File: src/rtl/main_mem_bridge.sv
// main_mem_bridge: serialises cache block reads and write-through stores onto a 32-bit word bus
module main_mem_bridge #(
  parameter int unsigned TIMEOUT = 256
) (
  input  logic         clk,
  input  logic         rst_n,
  input  logic [31:0]  main_mem_addr,
  input  logic [31:0]  main_mem_data_out,
  input  logic         main_mem_read_req,
  input  logic         main_mem_write_req,
  output logic [511:0] main_mem_data_in,
  output logic         main_mem_ready,
  output logic         bus_req,
  output logic         bus_we,
  output logic [31:0]  bus_addr,
  output logic [31:0]  bus_wdata,
  input  logic         bus_ack,
  input  logic [31:0]  bus_rdata,
  output logic         busy,
  output logic         err
);
  typedef enum logic [1:0] {IDLE, READ, WRITE, RESP} state_t;
  localparam logic [15:0] WAIT_LIM = 16'(TIMEOUT - 1);
  state_t state_q, state_d;
  logic [31:0] addr_q, addr_d, wdata_q, wdata_d;
  logic [3:0] k_q, k_d;
  logic [15:0] wait_q, wait_d;
  logic [511:0] data_q, data_d;
  logic err_q, err_d, ready_q, ready_d, busy_q, busy_d;
  assign bus_req = state_q == READ || state_q == WRITE;
  assign bus_we = state_q == WRITE;
  assign bus_addr = addr_q + {26'd0, k_q, 2'b00};
  assign bus_wdata = wdata_q;
  assign main_mem_data_in = data_q;
  assign main_mem_ready = ready_q;
  assign busy = busy_q;
  assign err = err_q;
  // request capture, beat sequencing, line assembly and per-beat watchdog
  always_comb begin
    state_d = state_q;
    addr_d = addr_q;
    wdata_d = wdata_q;
    k_d = k_q;
    wait_d = wait_q;
    data_d = data_q;
    err_d = err_q;
    case (state_q)
      IDLE: begin
        if (main_mem_read_req || main_mem_write_req) begin
          addr_d = main_mem_addr & (main_mem_read_req ? 32'hFFFF_FFC0 : 32'hFFFF_FFFC);
          err_d = 1'b0;
          k_d = 4'd0;
          wait_d = 16'd0;
          state_d = main_mem_read_req ? READ : WRITE;
          if (main_mem_read_req) data_d = '0;
          else wdata_d = main_mem_data_out;
        end
      end
      READ, WRITE: begin
        if (bus_ack) begin
          wait_d = 16'd0;
          if (state_q == READ) begin
            data_d[{k_q, 5'd0} +: 32] = bus_rdata;
            k_d = k_q + 4'd1;
            if (k_q == 4'd15) state_d = RESP;
          end else state_d = RESP;
        end else if (wait_q == WAIT_LIM) begin
          wait_d = 16'd0;
          err_d = 1'b1;
          state_d = RESP;
        end else wait_d = wait_q + 16'd1;
      end
      default: state_d = IDLE;
    endcase
    ready_d = state_d == RESP;
    busy_d = state_d != IDLE;
  end
  // state and registered outputs; reset discards any partial transfer
  always_ff @(posedge clk or negedge rst_n) begin
    if (!rst_n) begin
      state_q <= IDLE;
      addr_q <= '0;
      wdata_q <= '0;
      k_q <= '0;
      wait_q <= '0;
      data_q <= '0;
      err_q <= 1'b0;
      ready_q <= 1'b0;
      busy_q <= 1'b0;
    end else begin
      state_q <= state_d;
      addr_q <= addr_d;
      wdata_q <= wdata_d;
      k_q <= k_d;
      wait_q <= wait_d;
      data_q <= data_d;
      err_q <= err_d;
      ready_q <= ready_d;
      busy_q <= busy_d;
    end
  end
endmodule

File: config.mk
export PLATFORM = sky130hd
export DESIGN_NAME = main_mem_bridge
export DESIGN_NICKNAME = d
export VERILOG_FILES = /design/src/rtl/main_mem_bridge.sv
export SDC_FILE = /design/constraint.sdc
export NUM_CORES = 1
export LEC_CHECK = 0
export CORE_AREA = 2 2 266 268
export CTS_CLUSTER_SIZE = 10
export DETAILED_ROUTE_END_ITERATION = 6
export DIE_AREA = 0 0 268 270
export SLEW_MARGIN = 20
export SYNTH_ARGS = -nofsm -noshare
export SYNTH_HDL_FRONTEND = slang
export SYNTH_SLANG_ARGS = --single-unit
File: constraint.sdc
create_clock -name clk -period 8.2 [get_ports clk]
set_input_delay 2.46 -clock clk [delete_from_list [all_inputs] [get_ports clk]]
set_output_delay 2.46 -clock clk [all_outputs]
set_load 0.1 [all_outputs]
==> results of run 1 <==
-- placed cells by master (no fill, tap or decap), drive strengths merged, types with 12 or more instances in the layout --
cell	instances
and3	12
inv	17
a32o	160
xnor2	29
a22o	196
clkbuf	88
nor2	30
clkdlybuf4s50	675
ha	13
dfrtp	599
nand2	164
xor2	12
buf	32
o21ai	86
o2bb2ai	96
nand3	24
mux2	58
-- per-stage QoR --
| stage | cells | hold WS (ns) | setup WS [ns] |
|---|---|---|---|
| floorplan | 1766 | 0.4623 | 2.105 |
| global placement | 3229 | 0.4635 | 2.032 |
| detailed placement | 3232 | 0.4726 | 1.992 |
| CTS | 3328 | 0.4869 | 1.315 |
| global route | 3330 | 0.4958 | 1.105 |
| finish | 3330 | 0.4838 | 1.311 |
-- worst min-delay path: stages (launching register included) --
cell	delay, ns
dfrtp_1	0.34
nand2_1	0.05
o21ai_0	0.06
-- flip-flops by register name, summed over array words and instances (netlist names) --
signal / flops
busy: 1
main_mem_ready: 1
main_mem_data_in: 512
k_q: 4
wait_q: 16
bus_wdata: 32
state_q: 2
err: 1
addr_q: 30
-- final cells by class --
cell class              instances  area [µm²]  area share
clock buffers                  87        1931     0.05849
clock inverters                 9       97.59    0.002957
inverters                      13       48.80    0.001478
multi-input cells             974        7599      0.2302
flip-flops and latches        599       14990      0.4541
well taps                     940        1176     0.03563
repair buffers                708        7164      0.2171
-- path summary, 6_finish.rpt --
kind,cells after the start,endpoint
hold / removal,2,main_mem_data_in[273]
max in group asynchronous,2,main_mem_data_in[167]
min in group asynchronous,1,bus_wdata[17]
hold reg to reg,2,main_mem_data_in[273]
setup / recovery,9,bus_addr[28]
setup reg to reg,8,main_mem_data_in[7]
-- routing by layer --
layer  part of all wire  vias up  routed length (µm)
met5                  0        -                   0
li1                   -     7814                   -
met1               0.40     9747               37000
met3              0.072      160                6644
met4              0.035        0                3235
met2               0.49      828               44830
-- logic make-up (layout without fill, tap and decap cells) --
group                    count (synthesis)  count (layout)
buffers and inverters                  193             817
flip-flops                             599             599
adder cells (fa/ha/maj)                 14              14
other                                    1               2
AO/OA/AOI/OAI                          575             575
XOR/XNOR                                41              41
AND/OR/NAND/NOR                        284             284
multiplexers                            58              58
-- power by group through the flow --
| stage | logic, µW | registers (µW) | clock network [µW] |
|---|---|---|---|
| 2_1_floorplan | 2320 | 5480 | 0 |
| 3_3_place_gp | 6000 | 3610 | 0 |
| 3_5_place_dp | 6110 | 3640 | 0 |
| 4_1_cts | 6110 | 3590 | 2940 |
| 5_1_grt | 6360 | 3640 | 3060 |
| 6_report | 6160 | 3590 | 2870 |
==> impl_metrics.json, run 1 <==
{
  "status": "complete, no violations",
  "r2r_setup_slack_ns": 3.95,
  "ios": 682,
  "p_leak_uw": 0.01392,
  "routed_via_density": 5.570,
  "placed_area_mm2": 0.03093,
  "use_met2": 0.4168,
  "coreArea_mm2": 0.06954,
  "avgRoutedWirePerCell_um": 27.54,
  "diodes": 0,
  "p_per_area_mw_per_mm2": 382.4,
  "worst_slew_pin_slew_ns": 1.156,
  "synth_mux_area_frac": 0.02822,
  "final_area_mm2": 0.03301,
  "critical_path_class": "reg -> out",
  "crit_slowest_cell": "clkdlybuf4s50_1",
  "gp_congestion": 0.8526,
  "syn_area_per_cell_um2": 13.11,
  "cts_tree": "built",
  "yosys_warnings": 0,
  "synth_edf_count": 0,
  "ys_seq_elements": 599,
  "insertion_delay_ns": 0.60,
  "cts_buffers": 72,
  "setup_tns_ns": 0,
  "start_util": 0.3328,
  "cp_max_fo": 13,
  "max_slew_margin": 0.2268,
  "dp_hpwl_mm": 61.51,
  "rsz0062_at_grt": "no",
  "postLayoutCoreUtil": 0.4746,
  "synth_fa_ha_area_frac": 0.007893,
  "arrival_ns": 4.43,
  "die_w_um": 268,
  "fmax_mhz": 145.1,
  "power_frac_clock": 0.227,
  "async_flop_share": 1.000,
  "cts_resized": 0,
  "synthTopCellsByArea": "dfrtp_1 (65%), a22o_1 (7.4%), a32o_1 (6.9%), o2bb2ai_1 (3.6%), mux2_2 (2.8%)",
  "yosys.cell_types.count": 57,
  "min-delay-start": "main_mem_data_in[273]",
  "combPwrFrac": 0.488,
  "synthFlopType": "dfrtp_1",
  "globalRoute.busiestLayer": "met2",
  "skew_ns": 0.01833,
  "grt-ovfl-total": 0,
  "endpoint_kind": "output port",
  "cts-root-buf": "clkbuf_16",
  "first_global_vias": 18896,
  "synth_top_family_by_area": "compound AO/OA/AOI/OAI gates",
  "yosys.area_share.simple": 0.05623,
  "grt_pass1_wl_mm": 133.6,
  "synth_top_area_frac": 0.6477,
  "cp_top_family": "buffers and inverters",
  "routed_wl_mm": 91.70,
  "yosysTopAreaCell": "dfrtp_1",
  "period_share": 0.8402,
  "synth-seq-area-share": 0.6477,
  "power_switching_uw": 6325,
  "htreeDepth": 3,
  "worstPathRequired_ns": 5.74,
  "grt_use_met3": 0.05744,
  "cp_num_buf_inv": 2,
  "hold_viol_final": 0,
  "cpPeakStageDelay_ns": 1.17,
  "drv_cap": 0,
  "start_kind": "flip-flop",
  "power_uw": 12620,
  "period_minus_slack_ns": 6.889,
  "syn_area_mm2": 0.02314,
  "critPathLaunch": "k_q[0]",
  "detail_route.first_pass.iterations": 5,
  "clkTransAtPathRegs_ns": 0.06,
  "synth-xor-area-share": 0.01552,
  "fin_nets": 2483,
  "fp.dieH_um": 270,
  "reg2reg_from": "state_q[0]",
  "setup_violations": 0,
  "drive_above_1_share": 0.08870,
  "drt_iter0_markers": 1495,
  "p_int_uw": 6295,
  "die-area_mm2": 0.07236,
  "port_buffers": 677,
  "synth.most_common_cell": "dfrtp_1",
  "antenna_left": 0,
  "post_cts_buffers": 0,
  "hold_class": "reg -> reg",
  "p_seq_frac": 0.285,
  "synthCells": 1765,
  "antenna_found_initial": 3,
  "numClockSinks": 599,
  "rows": 97,
  "synth.top_cells.by_count": "dfrtp_1 (599), a22o_1 (196), nand2_1 (164)",
  "holdBufCountCts": 0,
  "area_delta_synth_final_pct": 42.61,
  "drc": 0,
  "fill_cells": 6176,
  "synth_compound_area_frac": 0.2098,
  "p_sw_frac": 0.5012,
  "met1_usage": 0.3138,
  "grt_max_degree": 194,
  "peakVddDrop_v": 0.0002908,
  "grt.total_usage": 0.2495,
  "cts.path.max_buffers": 3,
  "dr_total_vias": 18549,
  "drv_slew": 0,
  "path_cells": "ha_1 -> inv_1 -> fa_1 -> nor2b_1 -> o31a_1 -> and2_1 -> nand3_1 -> xnor2_1 -> clkdlybuf4s50_1"
}
Note: power is estimated with default switching activity, not from simulation.
==> run 2: changes to the inputs <==
- clock period: 8.2 -> 6.75 ns (I/O delays scaled with it)
==> run 2 against run 1 <==
Die area is the same. Non-clock buffer count grew 2. Combinational power grew 21%. Clock skew grew 0.0071 ns. Count of clock-buffer cells in the layout grew 2. Routed wire length shrank 0.10%. Largest cell class unchanged. Sequential cell count is the same. Critical path type unchanged. Register-to-register slack lost 1.0 ns. Setup slack lost 0.80 ns.
==> impl_metrics.json, run 2 (synthesis gave the netlist of run 1 again) <==
{
  "antenna_left": 0,
  "place_ws_ns": 1.090,
  "cts_buffers": 72,
  "routed_wl_mm": 91.61,
  "fmax_mhz": 160.4,
  "final_cell_mix": "clkdlybuf4s50_1 (660), dfrtp_1 (599), a22o_1 (196), nand2_1 (163), a32o_1 (160)",
  "die_w_um": 268,
  "rsz0062_at_grt": "no",
  "p_per_area_mw_per_mm2": 463.3,
  "worst_slew_pin_slew_ns": 1.194,
  "avgRoutedWirePerCell_um": 27.47,
  "htreeDepth": 3,
  "ios": 682,
  "rows": 97,
  "power_switching_uw": 7661,
  "worstPathRequired_ns": 4.72,
  "drive_above_1_share": 0.09524,
  "max_slew_margin": 0.2038,
  "whs_path_depth": 2,
  "cts_resized": 0,
  "p_seq_frac": 0.286,
  "start_util": 0.3328,
  "drv_slew": 0,
  "setup_tns_ns": 0,
  "grt-ovfl-total": 0,
  "dr_total_vias": 18595,
  "start_kind": "flip-flop",
  "holdBufCountCts": 0,
  "grt.total_usage": 0.2495,
  "gp_congestion": 0.8478,
  "dp_hpwl_mm": 61.69,
  "die-area_mm2": 0.07236,
  "cts_tree": "built",
  "period_share": 0.9238,
  "antenna_found_initial": 1,
  "largest_reg_flops": 512,
  "grt_pass1_wl_mm": 133.8,
  "arrival_ns": 4.21,
  "numClockSinks": 599,
  "p_int_uw": 7611,
  "grt_max_degree": 194,
  "setup_violations": 0,
  "clkTransAtPathRegs_ns": 0.06,
  "peakVddDrop_v": 0.0003811,
  "hold_viol_final": 0,
  "setup_ws_ns": 0.5143,
  "first_global_vias": 19050,
  "skew_ns": 0.02548,
  "detail_route.first_pass.iterations": 5,
  "drv_cap": 0,
  "area_delta_synth_final_pct": 42.42,
  "reg2reg_depth": 9,
  "drt_iter0_markers": 1561,
  "insertion_delay_ns": 0.61,
  "coreArea_mm2": 0.06954,
  "fp.dieH_um": 270,
  "drc": 0,
  "port_buffers": 677,
  "routed_via_density": 5.576,
  "fin_nets": 2485,
  "power_frac_clock": 0.227,
  "p_leak_uw": 0.01393,
  "hold_class": "reg -> reg",
  "post_cts_buffers": 0,
  "cts.path.max_buffers": 3,
  "period_minus_slack_ns": 6.236,
  "layout_commonest_cell": "clkdlybuf4s50_1",
  "cp_max_fo": 21,
  "p_sw_frac": 0.5016,
  "critical_path_class": "reg -> out",
  "status": "complete, no violations",
  "cts-root-buf": "clkbuf_16",
  "combPwrFrac": 0.488,
  "endpoint_kind": "output port"
}
## run 2: final timing paths
check	from	end	slack [ns]
hold / removal	main_mem_data_in[219]	main_mem_data_in[219]	0.48
min in group asynchronous	rst_n	bus_wdata[20]	1.50
max in group asynchronous	rst_n	main_mem_data_in[384]	3.81
setup reg to reg	state_q[0]	main_mem_data_in[123]	2.95
hold reg to reg	main_mem_data_in[219]	main_mem_data_in[219]	0.48
setup / recovery	k_q[3]	bus_addr[13]	0.51
## run 2: area by class of cell
class | count | area, µm²
inverters | 13 | 48.80
clock inverters | 9 | 97.59
well taps | 940 | 1176
diodes | 1 | 2.502
multi-input cells | 974 | 7592
flip-flops and latches | 599 | 14990
repair buffers | 710 | 7138
clock buffers | 89 | 1917
fillers | 6128 | 36580
## run 2: per-stage QoR
stage | hold slack (ns) | cells | util | power, µW | area [µm²]
finish | 0.4771 | 3335 | 0.4740 | 15270 | 32960
global placement | 0.4623 | 3230 | 0.4430 | 11680 | 30810
detailed placement | 0.4696 | 3233 | 0.4441 | 11860 | 30890
floorplan | 0.4623 | 1766 | - | 9477 | 23150
CTS | 0.4819 | 3331 | 0.4731 | 15340 | 32900
global route | 0.4965 | 3334 | 0.4739 | 15800 | 32960
## run 2: power groups by stage
stage	logic, µW	registers, µW	clock network [µW]
finish	7450	4360	3460
global placement	7300	4390	0
floorplan	2820	6660	0
global route	7700	4420	3680
CTS	7450	4360	3530
detailed placement	7440	4420	0
## run 2: per-layer routing
| layer | track usage | vias to the layer above | part of all wire |
|---|---|---|---|
| li1 | - | 7839 | - |
| met1 | 0.3132 | 9716 | 0.40 |
| met2 | 0.4080 | 855 | 0.48 |
| met3 | 0.06227 | 185 | 0.079 |
| met4 | 0.1069 | 0 | 0.043 |
| met5 | 0 | - | 0 |
## run 2: critical path, cell delays in order (launching register included)
cell             delay (ns)
dfrtp_1                0.64
ha_1                   0.50
nand3_1                0.09
o211ai_1               0.48
and2_1                 0.47
nand2_1                0.12
xnor2_1                0.16
clkdlybuf4s50_1        1.15
==> run 3: changes to the inputs <==
- ABC_AREA: unset -> 1
- CORE_AREA: 2 2 266 268 -> 2 2 263 265
- DIE_AREA: 0 0 268 270 -> 0 0 265 267
==> run 3 against run 2 <==
Sequential cell count unchanged. Critical path depth did not move. Setup slack better by 0.86 ns. Core utilization grew 3.5 points. Register-to-register slack got worse by 1.1 ns. Sequential power barely moved. Global-route usage is 2.8 points higher. Critical endpoint unchanged. Largest power group unchanged. Highest routed layer is now met5.
==> impl_metrics.json, run 3 <==
{
  "yosysTopAreaCell": "dfrtp_1",
  "path_cells": "ha_1 -> nand3_1 -> nand3_1 -> nand3_1 -> nand2_1 -> xor2_1 -> clkdlybuf4s50_1",
  "rows": 96,
  "yosys_warnings": 0,
  "p_int_uw": 7414,
  "combPwrFrac": 0.493,
  "cp_max_fo": 7,
  "cts_resized": 0,
  "skew_ns": 0.01814,
  "area_delta_synth_final_pct": 36.58,
  "cts_tree": "built",
  "synth.top_cells.by_count": "nand2_1 (1444), dfrtp_1 (599), inv_1 (172)",
  "cts_buffers": 72,
  "critical_path_class": "reg -> out",
  "drv_cap": 0,
  "die_w_um": 265,
  "worst_slew_pin_slew_ns": 1.151,
  "layout_commonest_cell": "nand2_1",
  "first_global_vias": 21433,
  "endpoint_kind": "output port",
  "routed_wl_mm": 99.30,
  "grt-ovfl-total": 0,
  "htreeDepth": 3,
  "fin_nets": 3702,
  "cts.path.max_buffers": 3,
  "die-area_mm2": 0.07076,
  "setup_ws_ns": 1.379,
  "grt.total_usage": 0.2778,
  "clkTransAtPathRegs_ns": 0.06,
  "cpPeakStageDelay_ns": 1.18,
  "start_kind": "flip-flop",
  "dp_hpwl_mm": 69.87,
  "coreArea_mm2": 0.06799,
  "start_util": 0.3728,
  "grt_pass1_wl_mm": 145.2,
  "period_minus_slack_ns": 5.371,
  "peakVddDrop_v": 0.0004550,
  "power_switching_uw": 8135,
  "drc": 0,
  "crit_path_frequent_cell": "nand3_1",
  "place_ws_ns": 1.907,
  "synthCells": 2952,
  "synth.most_common_cell": "nand2_1",
  "p_seq_frac": 0.279,
  "placed_area_mm2": 0.03256,
  "ios": 682,
  "arrival_ns": 3.35,
  "fp.dieH_um": 267,
  "yosys.cell_types.count": 40,
  "numClockSinks": 599,
  "final_cell_mix": "nand2_1 (1443), clkdlybuf4s50_1 (646), dfrtp_1 (599), inv_1 (172), nand3_1 (126)",
  "p_leak_uw": 0.01736,
  "drt_iter0_markers": 1879,
  "synth_top_area_frac": 0.5915,
  "final_area_mm2": 0.03461,
  "async_flop_share": 1.000,
  "gp_congestion": 0.9021,
  "max_slew_margin": 0.2302,
  "dr_total_vias": 22013,
  "status": "complete, no violations",
  "drv_slew": 0,
  "hold_slack_ns": 0.4656,
  "period_share": 0.7957,
  "avgRoutedWirePerCell_um": 22.09,
  "rsz0062_at_grt": "no",
  "power_frac_clock": 0.228,
  "drive_above_1_share": 0.07143,
  "antenna_found_initial": 8,
  "r2r_setup_slack_ns": 1.85,
  "syn_area_per_cell_um2": 8.585,
  "synth-seq-area-share": 0.5915,
  "syn_area_mm2": 0.02534,
  "hold_viol_final": 0,
  "power_uw": 15550,
  "insertion_delay_ns": 0.61,
  "post_cts_buffers": 0,
  "largest_reg_flops": 512,
  "p_per_area_mw_per_mm2": 449.2,
  "ys_seq_elements": 599,
  "synthTopCellsByArea": "dfrtp_1 (59%), nand2_1 (21%), inv_1 (2.5%), nand3_1 (2.5%), mux2_2 (1.4%)",
  "antenna_left": 0,
  "routed_via_density": 4.897,
  "detail_route.first_pass.iterations": 7,
  "port_buffers": 677,
  "setup_violations": 0,
  "setup_tns_ns": 0,
  "worstPathRequired_ns": 4.72,
  "cts-root-buf": "clkbuf_16",
  "holdBufCountCts": 0,
  "grt_max_degree": 137,
  "p_sw_frac": 0.5232,
  "fmax_mhz": 186.2,
  "crit_slowest_cell": "clkdlybuf4s50_1",
  "hold_class": "reg -> reg",
  "synthFlopType": "dfrtp_1",
  "synth_edf_count": 0
}
==> run 3: cell count changes in the layout (fill, tap and decap cells not counted), sizes merged, moves of 26 or more <==
cell and delta:
mux2 -26, nand2 +1299, a32o -157, o21ai +37, o22ai +31, nor2 +94
o2bb2ai -96, inv +190, nor3 +28, a22o -196, nand3 +105
==> run 3: path summary, 6_finish.rpt <==
path,endpoint,start,depth (start not counted)
min in group asynchronous,bus_wdata[10],rst_n,1
min,main_mem_data_in[456],main_mem_data_in[456],2
max reg2reg,main_mem_data_in[373],k_q[0],11
min reg2reg,main_mem_data_in[456],main_mem_data_in[456],2
max in group asynchronous,main_mem_data_in[481],rst_n,2
max,bus_addr[13],k_q[2],7
==> run 3: critical path, delay by kind of cell, from the launching register on <==
kind | cells | cell delay [ns]
buffers and inverters | 1 | 1.18
DFF | 1 | 0.48
and+or+nand+nor | 4 | 0.47
xor gates and xnor gates | 1 | 0.21
adders and majority gates | 1 | 0.40
==> run 3: through the flow <==
| stage | util | cells |
|---|---|---|
| after floorplan | - | 2953 |
| after global placement | 0.4791 | 4395 |
| after detailed placement | 0.4790 | 4395 |
| after CTS | 0.5091 | 4494 |
| after global routing | 0.5091 | 4494 |
| final | 0.5091 | 4495 |
==> run 3: routing by layer <==
| layer | global-route usage | part of all wire |
|---|---|---|
| met5 | 0 | 0.00096 |
| met4 | 0.1043 | 0.036 |
| met3 | 0.06209 | 0.072 |
| met2 | 0.4563 | 0.48 |
| met1 | 0.3594 | 0.41 |
==> run 3: power by group through the flow <==
stage / combinational, µW / sequential (µW) / clock, µW
after detailed placement: 7710 / 4390 / 0
final: 7660 / 4340 / 3550
after global routing: 8030 / 4390 / 3770
after CTS: 7730 / 4340 / 3620
after global placement: 7700 / 4380 / 0
after floorplan: 3220 / 6760 / 0
==> run 3: kinds of logic (layout without fill, tap and decap cells) <==
kind of cell	after synthesis	count (layout)	share of synthesized area
AOI/OAI and AO/OA	170	170	0.03683
xor gates and xnor gates	25	25	0.008640
adders and majority gates	14	14	0.007208
buffers and inverters	345	1004	0.06349
DFF	599	599	0.5915
muxes	32	32	0.01422
other	1	3	0.0001480
and+or+nand+nor	1766	1766	0.2780
==> run 3: layout make-up <==
type | instances | area, µm²
Clock inverter | 7 | 87.58
Inverter | 206 | 775.7
Sequential cell | 599 | 14990
Multi-Input combinational cell | 2009 | 8778
Fill cell | 6462 | 33370
Antenna cell | 1 | 2.502
Tap cell | 882 | 1104
Timing Repair Buffer | 699 | 6917
Clock buffer | 92 | 1959
